==> src/rtl/neighbor_link_rx.sv <==
// Receive FIFO for the inter-core neighbor channel; serves LDNEIGHBOR in execute.
// Optional NEIGHBOR_RX_BYPASS_EN: an empty-FIFO load takes the incoming word directly.
module neighbor_link_rx #(
    parameter int unsigned DEPTH  = 4,
    parameter int unsigned PTR_W  = 2,
    parameter int unsigned DATA_W = 40
) (
    input  logic              clk,
    input  logic              rst_n,
    input  logic              nbr_valid,
    input  logic [DATA_W-1:0] nbr_data,
    output logic              nbr_ready,
    input  logic              ld_req,
    output logic [DATA_W-1:0] ld_data,
    output logic              ld_stall,
    input  logic              flush,
    output logic [PTR_W:0]    occupancy,
    output logic              overflow_err
);

    localparam logic [PTR_W:0] FullCount = (PTR_W+1)'(DEPTH);

    logic [DATA_W-1:0] mem [DEPTH];
    logic [PTR_W-1:0]  rd_ptr;
    logic [PTR_W-1:0]  wr_ptr;
    logic [PTR_W:0]    count;
    logic              full;
    logic              empty;
    logic              bypass;
    logic              push;
    logic              pop;

    assign full  = (count == FullCount);
    assign empty = (count == '0);

`ifdef NEIGHBOR_RX_BYPASS_EN
    assign bypass = empty && ld_req && nbr_valid && !flush;
`else
    assign bypass = 1'b0;
`endif

    // Ready comes from registered state only, so no path crosses between cores.
    assign nbr_ready = !full;
    assign push      = nbr_valid && nbr_ready && !bypass && !flush;
    assign pop       = ld_req && !empty && !flush;
    assign ld_stall  = ld_req && empty && !bypass;
    assign occupancy = count;

    always_comb begin
        ld_data = '0;
        if (bypass) begin
            ld_data = nbr_data;
        end else if (!empty) begin
            ld_data = mem[rd_ptr];
        end
    end

    always_ff @(posedge clk) begin
        if (push) begin
            mem[wr_ptr] <= nbr_data;
        end
    end

    always_ff @(posedge clk or negedge rst_n) begin
        if (!rst_n) begin
            rd_ptr <= '0;
            wr_ptr <= '0;
            count  <= '0;
        end else if (flush) begin
            rd_ptr <= '0;
            wr_ptr <= '0;
            count  <= '0;
        end else begin
            if (push) begin
                wr_ptr <= wr_ptr + 1'b1;
            end
            if (pop) begin
                rd_ptr <= rd_ptr + 1'b1;
            end
            if (push && !pop) begin
                count <= count + 1'b1;
            end else if (pop && !push) begin
                count <= count - 1'b1;
            end
        end
    end

    // Sticky protocol monitor; survives flush.
    always_ff @(posedge clk or negedge rst_n) begin
        if (!rst_n) begin
            overflow_err <= 1'b0;
        end else if (nbr_valid && !nbr_ready) begin
            overflow_err <= 1'b1;
        end
    end

endmodule

==> config.mk <==
export PLATFORM = sky130hd
export DESIGN_NAME = neighbor_link_rx
export DESIGN_NICKNAME = d
export VERILOG_FILES = /design/src/rtl/neighbor_link_rx.sv
export SDC_FILE = /design/constraint.sdc
export NUM_CORES = 1
export LEC_CHECK = 0
export ABC_AREA = 1
export CAP_MARGIN = 5
export CORE_ASPECT_RATIO = 1.75
export CORE_MARGIN = 2
export CORE_UTILIZATION = 30
export CTS_BUF_LIST = sky130_fd_sc_hd__clkbuf_4 sky130_fd_sc_hd__clkbuf_8 sky130_fd_sc_hd__clkbuf_16
export DETAILED_ROUTE_END_ITERATION = 12
export SETUP_SLACK_MARGIN = 0.4
export SYNTH_ARGS = -nofsm -noshare
export SYNTH_HDL_FRONTEND = slang
export SYNTH_SLANG_ARGS = --single-unit
==> constraint.sdc <==
create_clock -name clk -period 3.22 [get_ports clk]
set_clock_uncertainty 0.1 [all_clocks]
set_input_delay 0.322 -clock clk [delete_from_list [all_inputs] [get_ports clk]]
set_output_delay 0.322 -clock clk [all_outputs]
set_load 0.01 [all_outputs]
==> results of run 1 <==
## stage by stage
step	hold WS [ns]	total power, uW	area, sq um	utilization (%)	setup WS [ns]
floorplan	-0.07359	3930	6761	-	0.05997
global placement	0.3656	5161	8087	36.49	0.7127
detailed placement	0.3625	5175	8087	36.49	0.6995
CTS	0.1149	7329	8723	39.36	0.4096
global route	0.1410	7604	8742	39.45	0.4013
finish	0.1114	7230	8742	39.45	0.5372
## power groups by stage
stage	clock, uW	sequential [uW]	combinational, uW
2_1_floorplan	0	2670	1260
3_3_place_gp	0	2670	2490
3_5_place_dp	0	2680	2500
4_1_cts	2170	2630	2520
5_1_grt	2250	2640	2710
6_report	2130	2630	2470
## critical path, delay by kind of cell (launching register included)
kind	cells	cell delay (ns)
flops	1	0.50
buf+inv	2	0.80
compound gates	2	0.37
simple gates	2	0.14
## routing by layer
metal | GRT usage (%) | vias up | part of all wire, %
li1 | - | 2076 | -
met1 | 13.45 | 2110 | 39
met2 | 24.44 | 87 | 55
met3 | 2.753 | 25 | 3.2
met4 | 6.799 | 0 | 3.0
met5 | 0 | - | 0
## cell usage in the layout, fill, tap and decap left out, types with 2 or more instances in the layout
cell               n
a21oi_2            4
ha_1               4
nand3_1            3
clkbuf_4           3
inv_1             12
inv_4              3
nor2_4             6
clkdlybuf4s50_1   90
clkbuf_16         17
inv_2              3
nand2_1           13
clkinv_2           2
bufinv_16          5
buf_4              7
nor2_1           161
a21oi_1           41
edfxtp_1         160
o21ai_0           73
buf_12             6
nand2_4            3
dfrtp_1            6
clkinv_1           3
dfrtp_2            2
o21ai_1           10
## logic make-up (layout without fill, tap and decap cells)
kind of cell	Yosys count	count (layout)	synth area share, %
simple gates	190	190	11.70
flops	168	168	74.02
compound gates	129	129	9.752
buf+inv	49	154	3.368
fa+ha+maj	5	5	1.036
xor+xnor	1	1	0.1296
other cells	0	1	0
## worst paths after layout
| kind | slack [ns] | depth (start not counted) | startpoint | to |
|---|---|---|---|---|
| worst max-delay path | 0.54 | 6 | rd_ptr[0] | ld_data[27] |
| worst min register to register | 0.37 | 1 | overflow_err | overflow_err |
| worst min-delay path | 0.11 | 1 | rst_n | occupancy[0] |
| max in group asynchronous | 2.57 | 1 | rst_n | rd_ptr[0] |
| worst max register to register | 1.24 | 11 | occupancy[2] | occupancy[2] |
| min in group clk | 0.37 | 1 | overflow_err | overflow_err |
## synth_stat cells, types with 2 or more instances
master    number
nor2_4         2
inv_1         13
dfrtp_1        8
a21oi_2        3
o21ai_0       73
inv_2          5
o21ai_1       10
clkbuf_1       6
nand3_1        3
edfxtp_1     160
a21oi_1       42
nand2_1       13
buf_4          4
nor2_1       165
nand2_4        3
clkbuf_2       7
buf_2         12
ha_1           4
## flip-flops by register name, indices dropped and copies added, names as in the netlist
register	count
occupancy	3
overflow_err	1
rd_ptr	2
mem	160
wr_ptr	2
## what timing repair did
item | in CTS | in global routing
setup buffers | 0 | 1
gates resized for setup | 3 | 4
setup endpoints to repair | 17 | 16
pin swaps | 0 | 0
## layout make-up
type                            instances  area, sq um  share of cell area [%]
Sequential cell                       168         5007                   57.28
Timing Repair Buffer                  104         1089                   12.45
Clock inverter                         11        178.9                   2.047
Multi-Input combinational cell        325         1563                   17.88
Tap cell                              296        370.4                   4.236
Clock buffer                           20        447.9                   5.124
Antenna cell                            1        2.502                 0.02862
Inverter                               19        83.83                  0.9589
==> impl_metrics.ini, run 1 <==
[detailed_routing]
drt-total-wl_um = 15230
vias_per_cell = 4.553
ant_nets = 0
detail_route.drc_violations = 0
avgRoutedWirePerCell_um = 16.13
drt_pre_antenna_iters = 4
vias = 4298
drt_iter0_markers = 210

[die]
ios = 91
core_area_sq_um = 22160
die_width_um = 117.5
fp-row-count = 72
die_area_sq_um = 23800
fp.dieH_um = 202.6
start_util_pct = 30.51

[worst_setup_path]
critical_path.endpoint_type = output pin
criticalPathCategory = register to output pin
cpPeakStageDelay_ns = 0.55
required_ns = 2.80
cp_data_arrival_time_ns = 2.26
critPathSlowestCell = clkdlybuf4s50_1
path_cells = buf_12, nor2_1, nor2_1, o21ai_0, a21oi_1, clkdlybuf4s50_1
critPathMostFrequentCell = nor2_1
worstPathMaxFanout = 42
critPathLaunchType = register

[sta]
relSlewSlack_pct = 62.67
period_minus_slack_ns = 2.683
tns_ns = 0
drv_slew = 0
fmax_ghz = 0.3728
setup_viol = 0
tightest_slew_ns = 0.5600
fin_crit_sh_pct = 83.32
hold_viol = 0
rsz0062_at_grt = false

[flow_run]
cap_violations = 0

[global_route]
grt-ovfl-total = 0
grt_pass1_wl_um = 23300
track_usage_pct = 13.00
antenna_found_initial = 1
grt_pass1_vias = 4307
grt_max_degree = 43

[pwr]
p_seq_share_pct = 36.4
p_clk_share_pct = 29.5
p_leak_uw = 0.002965
powerDensity_nw_per_um2 = 827.0
swShare_pct = 30.43
comb_power_share_pct = 34.1
internal-power_uw = 5030
vdd_drop_max_uv = 397.7
p_sw_uw = 2200

[cts]
cts_buffers = 17
cts_buffer_depth = 2
clock_latency_ns = 0.42
cts_tree = yes
path_clk_slew_ns = 0.06
cts_hold_buffers = 0
ctsHtreeMaxLevel = 4
numClockSinks = 168
cts_root_buf = clkbuf_16

[yosys]
synth_top_area_share_pct = 71.06
synth_fp_nets = 592
synth_top_area_cell = edfxtp_1
syn_area_per_cell_sq_um = 12.48
synthFlopType = edfxtp_1
ys_seq_area_share_pct = 74.02
netlist_instances = 542
synth_warnings = 0
synth_edf_count = 160
synth_cell_types = 27
synth_area_leaders = edfxtp_1 71%, nor2_1 9.2%, o21ai_0 5.4%
ys_async_sr_fraction_pct = 4.762
ys_ff_latch = 168
synth_area_sq_um = 6761

[placement]
placedCellCount = 911
io_buffer_count = 90
hpwl_um = 9177
place.gp.congestion = 0.7446

[layout]
stdcell_count = 944
finalNetCount = 685
fillers = 2130
drive_above_1_share_pct = 10.36
synthToLayoutAreaGrowth_pct = 29.29

[hold_path]
hold_path_class = input pin to async pin

[status]
status = completed
(Power assumes the default switching activity.)
==> run 2: changes to the inputs <==
==> constraint.sdc (replaced) <==
create_clock -name clk -period 2.25 [get_ports clk]
set_clock_uncertainty 0.1 [all_clocks]
set_input_delay 0.225 -clock clk [delete_from_list [all_inputs] [get_ports clk]]
set_output_delay 0.225 -clock clk [all_outputs]
set_load 0.01 [all_outputs]
==> impl_metrics.ini, run 2 (synthesized netlist as in run 1, its figures left out) <==
[worst_setup_path]
required_ns = 1.92
crit_family = buffers and inverters
cpPeakStageDelay_ns = 0.45
critical_path.endpoint_type = output pin
path_cells = buf_6, buf_12, buf_16, nor2_4, nor2_1, o21ai_1, a21oi_1, buf_2
criticalPathCategory = register to output pin
worstPathMaxFanout = 6
critPathLaunchType = register
critPathSlowestCell = dfrtp_2
critPathBufInv = 4
cp_data_arrival_time_ns = 1.82

[sta]
setup_viol = 0
fin_crit_sh_pct = 95.30
drv_slew = 0
rsz0062_at_grt = true
timing.hold.ws_ns = 0.01145
tns_ns = 0
relSlewSlack_pct = 69.96
period_minus_slack_ns = 2.144
fmax_ghz = 0.4664
hold_viol = 0
tightest_slew_ns = 0.4491

[layout]
stdcell_count = 978
synthToLayoutAreaGrowth_pct = 40.51
drive_above_1_share_pct = 30.06
finalNetCount = 719
fillers = 2050
largest_register_ffs = 160
mostFrequentLayoutCells = 160 x edfxtp_1, 121 x nor2_1, 48 x o21ai_1, 47 x clkdlybuf4s50_1, 40 x buf_2
antenna_cells = 0
final_util_pct = 42.87
layout_commonest_cell = edfxtp_1
largest-register = mem

[pwr]
vdd_drop_max_uv = 882.6
internal-power_uw = 7579
powerDensity_nw_per_um2 = 1198
p_seq_share_pct = 33.1
swShare_pct = 33.40
power.total_uw = 11380
comb_power_share_pct = 40.3
p_leak_uw = 0.003367
p_sw_uw = 3800
p_clk_share_pct = 26.6

[cts]
numClockSinks = 168
cts_root_buf = clkbuf_16
cts_buffer_depth = 2
path_clk_slew_ns = 0.06
ctsHtreeMaxLevel = 4
cts_tree = yes
cts_buffers = 17
cts_hold_buffers = 0
clock_latency_ns = 0.43

[die]
start_util_pct = 30.51
core_area_sq_um = 22160
fp-row-count = 72
fp.dieH_um = 202.6
ios = 91
die_width_um = 117.5
die_area_sq_um = 23800

[detailed_routing]
drt-total-wl_um = 16470
ant_nets = 0
detail_route.drc_violations = 0
avgRoutedWirePerCell_um = 16.84
vias = 4501
vias_per_cell = 4.602
drt_iter0_markers = 238
drt_pre_antenna_iters = 4

[placement]
io_buffer_count = 90
place.gp.congestion = 0.7860
placedCellCount = 924
hpwl_um = 9256

[status]
status = completed

[global_route]
grt_pass1_wl_um = 24670
grt_max_degree = 23
antenna_found_initial = 0
grt-ovfl-total = 0
grt_pass1_vias = 4448
track_usage_pct = 13.99

[flow_run]
cap_violations = 0

[hold_path]
hold_path_class = input pin to async pin
## run 2: layout make-up
class | instances | area (sq um) | area share [%]
Multi-Input combinational cell | 325 | 1866 | 19.64
Sequential cell | 168 | 5011 | 52.75
Clock inverter | 12 | 173.9 | 1.831
Tap cell | 296 | 370.4 | 3.898
Clock buffer | 20 | 460.4 | 4.847
Inverter | 19 | 86.33 | 0.9087
Timing Repair Buffer | 138 | 1533 | 16.13
## run 2: power by group through the flow
stage	Clock (uW)	Combinational [uW]	Sequential, uW
3_5_place_dp	0	3820	3810
3_3_place_gp	0	3810	3810
2_1_floorplan	0	1830	3820
4_1_cts	3070	4280	3750
6_report	3030	4580	3770
5_1_grt	3200	4920	3790
## run 2: worst paths after layout
check / from / to / slack (ns) / depth (start not counted)
worst max-delay path: rd_ptr[0] / ld_data[29] / 0.11 / 8
worst min-delay path: rst_n / overflow_err / 0.01 / 1
worst max register to register: occupancy[1] / occupancy[2] / 0.24 / 12
worst min register to register: overflow_err / overflow_err / 0.38 / 1
max in group asynchronous: rst_n / rd_ptr[0] / 1.70 / 1
min in group clk: nbr_data[32] / mem[0][32] / 0.32 / 1
## run 2: repair_timing
action / CTS / global route
pin swaps: 42 / 57
setup endpoints to repair: 58 / 58
gates cloned: 8 / 1
resized for setup: 207 / 117
setup buffers: 10 / 3
## run 2: routing by layer
layer	up-vias	track usage [%]	wire length [um]
li1	2160	-	-
met1	2200	14.76	6305
met2	109	26.29	9045
met3	32	2.809	538
met4	0	6.885	580
met5	-	0	0
## run 2: through the flow
| step | setup slack, ns | instance area [sq um] |
|---|---|---|
| 3_5_place_dp | 0.09545 | 8308 |
| 3_3_place_gp | 0.1287 | 8308 |
| 5_1_grt | -0.02320 | 9500 |
| 4_1_cts | 0.09419 | 9228 |
| 6_report | 0.1057 | 9500 |
| 2_1_floorplan | 0.2533 | 6803 |
==> run 3: changes to the inputs <==
--- a/config.mk
+++ b/config.mk
@@ -5,7 +5,6 @@
 export SDC_FILE = /design/constraint.sdc
 export NUM_CORES = 1
 export LEC_CHECK = 0
-export ABC_AREA = 1
 export CAP_MARGIN = 5
 export CORE_ASPECT_RATIO = 1.75
 export CORE_MARGIN = 2
==> impl_metrics.ini, run 3 <==
[global_route]
grt_pass1_wl_um = 24120
track_usage_pct = 14.60
grt_pass1_vias = 4029
antenna_found_initial = 2
grt_max_degree = 25
grt-ovfl-total = 0

[die]
fp-row-count = 72
fp.dieH_um = 201.2
core_area_sq_um = 21980
die_width_um = 116.7
ios = 91
start_util_pct = 30.32
die_area_sq_um = 23470

[hold_path]
hold_end = mem[0][16]
hold_path_class = input pin to register
min_path_cells = 1
worstHoldStart = nbr_data[16]

[yosys]
synth_top_area_cell = edfxtp_1
synth_edf_count = 160
synth_area_sq_um = 6664
muxShareOfSynthArea_pct = 14.16
synthAdderAreaFrac_pct = 1.051
synth_top_family_by_area = multiplexers
synth_warnings = 0
netlist_instances = 319
synth_top_area_share_pct = 72.10
ys_seq_area_share_pct = 75.10
syn_area_per_cell_sq_um = 20.89
ys_async_sr_fraction_pct = 4.762
synth_cell_types = 33
yosys.area_share.xor_xnor_pct = 0.2629
synth_compound_area_share_pct = 1.427
ys_ff_latch = 168
synth_area_leaders = edfxtp_1 72%, mux4_2 14%, nor2b_1 3.8%
synth_fp_nets = 369
yosysMostFrequentCell = edfxtp_1
netlist_top_cells_count = 160 x edfxtp_1, 40 x mux4_2, 40 x nor2b_1
synth_simple_gate_area_share_pct = 5.764
synthFlopType = edfxtp_1

[worst_setup_path]
reg2regPathDepth = 7
regToRegStartpoint = occupancy[0]
cp_data_arrival_time_ns = 2.04
reg2reg_slack_ns = 0.13
critPathLaunchType = register
r2r-end = occupancy[2]
required_ns = 1.92
worstPathMaxFanout = 5
critical_path.endpoint_type = output pin
criticalPathCategory = register to output pin

[cts]
cts_root_buf = clkbuf_16
ctsHtreeMaxLevel = 4
cts_tree = yes
cts_buffers = 17
numClockSinks = 168
cts_buffer_depth = 2
path_clk_slew_ns = 0.07
clock_latency_ns = 0.42

[detailed_routing]
drt-total-wl_um = 16770
avgRoutedWirePerCell_um = 20.61
drt_pre_antenna_iters = 4
drt_iter0_markers = 176
vias_per_cell = 4.515
vias = 3675
ant_nets = 0
detail_route.drc_violations = 0

[placement]
place.gp.congestion = 0.8021
dpl-instance-area_sq_um = 8177
placedCellCount = 710
io_buffer_count = 90
hpwl_um = 8768

[status]
violations = setup timing
status = finished with violations

[layout]
synthToLayoutAreaGrowth_pct = 52.76
drive_above_1_share_pct = 48.45
largest_register_ffs = 160
final_area_sq_um = 10180
final_util_pct = 46.31
largest-register = mem
fillers = 1917
finalNetCount = 554
layout_commonest_cell = edfxtp_1
stdcell_count = 814
mostFrequentLayoutCells = 160 x edfxtp_1, 45 x clkdlybuf4s50_1, 40 x mux4_2, 40 x buf_6, 26 x buf_12

[pwr]
comb_power_share_pct = 39.2
p_sw_uw = 3101
swShare_pct = 28.30
p_leak_uw = 0.003584
powerDensity_nw_per_um2 = 1077
vdd_drop_max_uv = 567.9
p_clk_share_pct = 26.8
p_seq_share_pct = 34.0
internal-power_uw = 7858

[flow_run]
cap_violations = 0

[sta]
timing.final.ws_setup_ns = -0.1175
setup_viol = 13
hold_viol = 0
tightest_slew_ns = 0.4517
relSlewSlack_pct = 69.79
period_minus_slack_ns = 2.368
fin_crit_sh_pct = 105.2
drv_slew = 0
rsz0062_at_grt = true
fmax_ghz = 0.4224
-- run 3: cell count changes after synthesis, moves of 6 or more --
cell	delta
buf_6	+6
nor2_1	-156
o21ai_1	-10
o21ai_0	-71
nand2_1	-13
nor2b_1	+40
clkbuf_2	-6
mux4_2	+40
a21oi_1	-40
inv_1	-7
-- run 3: how the worst max path moves through the flow --
stage / from / endpoint / slack, ns / cells past startpoint
finish: rd_ptr[0] / ld_data[1] / -0.12 / 6
global placement: rd_ptr[0] / ld_data[35] / 0.09 / 4
CTS: rd_ptr[0] / ld_data[1] / -0.13 / 6
global route: rd_ptr[0] / ld_data[1] / -0.16 / 6
detailed placement: ld_req / occupancy[2] / 0.04 / 7
floorplan: occupancy[0] / occupancy[2] / 0.20 / 7
-- run 3: final cells by class --
class,instances,area (sq um),share of cell area (%)
flip-flops and latches,168,5014,49.25
repair buffers,185,2427,23.84
multi-input cells,126,1732,17.01
clock buffers,17,425.4,4.179
well taps,296,370.4,3.638
clock inverters,14,171.4,1.684
inverters,6,35.03,0.3441
diodes,2,5.005,0.04916
-- run 3: routing by layer --
metal | track usage [%] | part of all wire (%)
met5 | 0 | 0
met2 | 27.33 | 60
met1 | 15.18 | 34
met3 | 3.494 | 3.6
met4 | 5.924 | 2.1
-- run 3: cell families (layout without fill, tap and decap cells) --
logic type | after synthesis | count (layout)
DFF | 168 | 168
muxes | 44 | 44
other | 0 | 2
xor gates and xnor gates | 2 | 2
and+or+nand+nor | 63 | 63
buffers and inverters | 25 | 222
adders and majority gates | 5 | 5
AOI/OAI and AO/OA | 12 | 12
-- run 3: stage by stage --
| stage | setup TNS (ns) | setup WS, ns | hold WS (ns) | total power, uW |
|---|---|---|---|---|
| 2_1_floorplan | 0 | 0.2023 | -0.1706 | 5387 |
| 3_3_place_gp | 0 | 0.08534 | 0.3747 | 6868 |
| 3_5_place_dp | 0 | 0.03893 | 0.3662 | 6911 |
| 4_1_cts | -1.520 | -0.1330 | 0.3088 | 10710 |
| 5_1_grt | -2.908 | -0.1646 | 0.3304 | 11390 |
| 6_report | -0.7196 | -0.1175 | 0.3251 | 10960 |
-- run 3: critical path: stages, from the launching register on --
cell and delay [ns]:
dfrtp_4 0.52, buf_12 0.16, buf_8 0.13, buf_6 0.12, mux4_2 0.42, nor2b_4 0.16, buf_6 0.12
-- run 3: what timing repair did --
action / in CTS / in global routing
gates resized for setup: 256 / 34
endpoints found under the hold margin: 7 / 0
gates cloned: 19 / 6
setup buffers: 40 / 5
setup endpoints to repair: 207 / 206
hold buffers: 1 / 0
pin swaps: 8 / 5
-- run 3: power groups by stage --
stage	Combinational (uW)	Sequential (uW)	Clock (uW)
after global placement	3080	3790	0
after floorplan	1630	3760	0
after detailed placement	3110	3800	0
after CTS	3990	3720	3000
after global routing	4530	3740	3120
final	4290	3730	2940
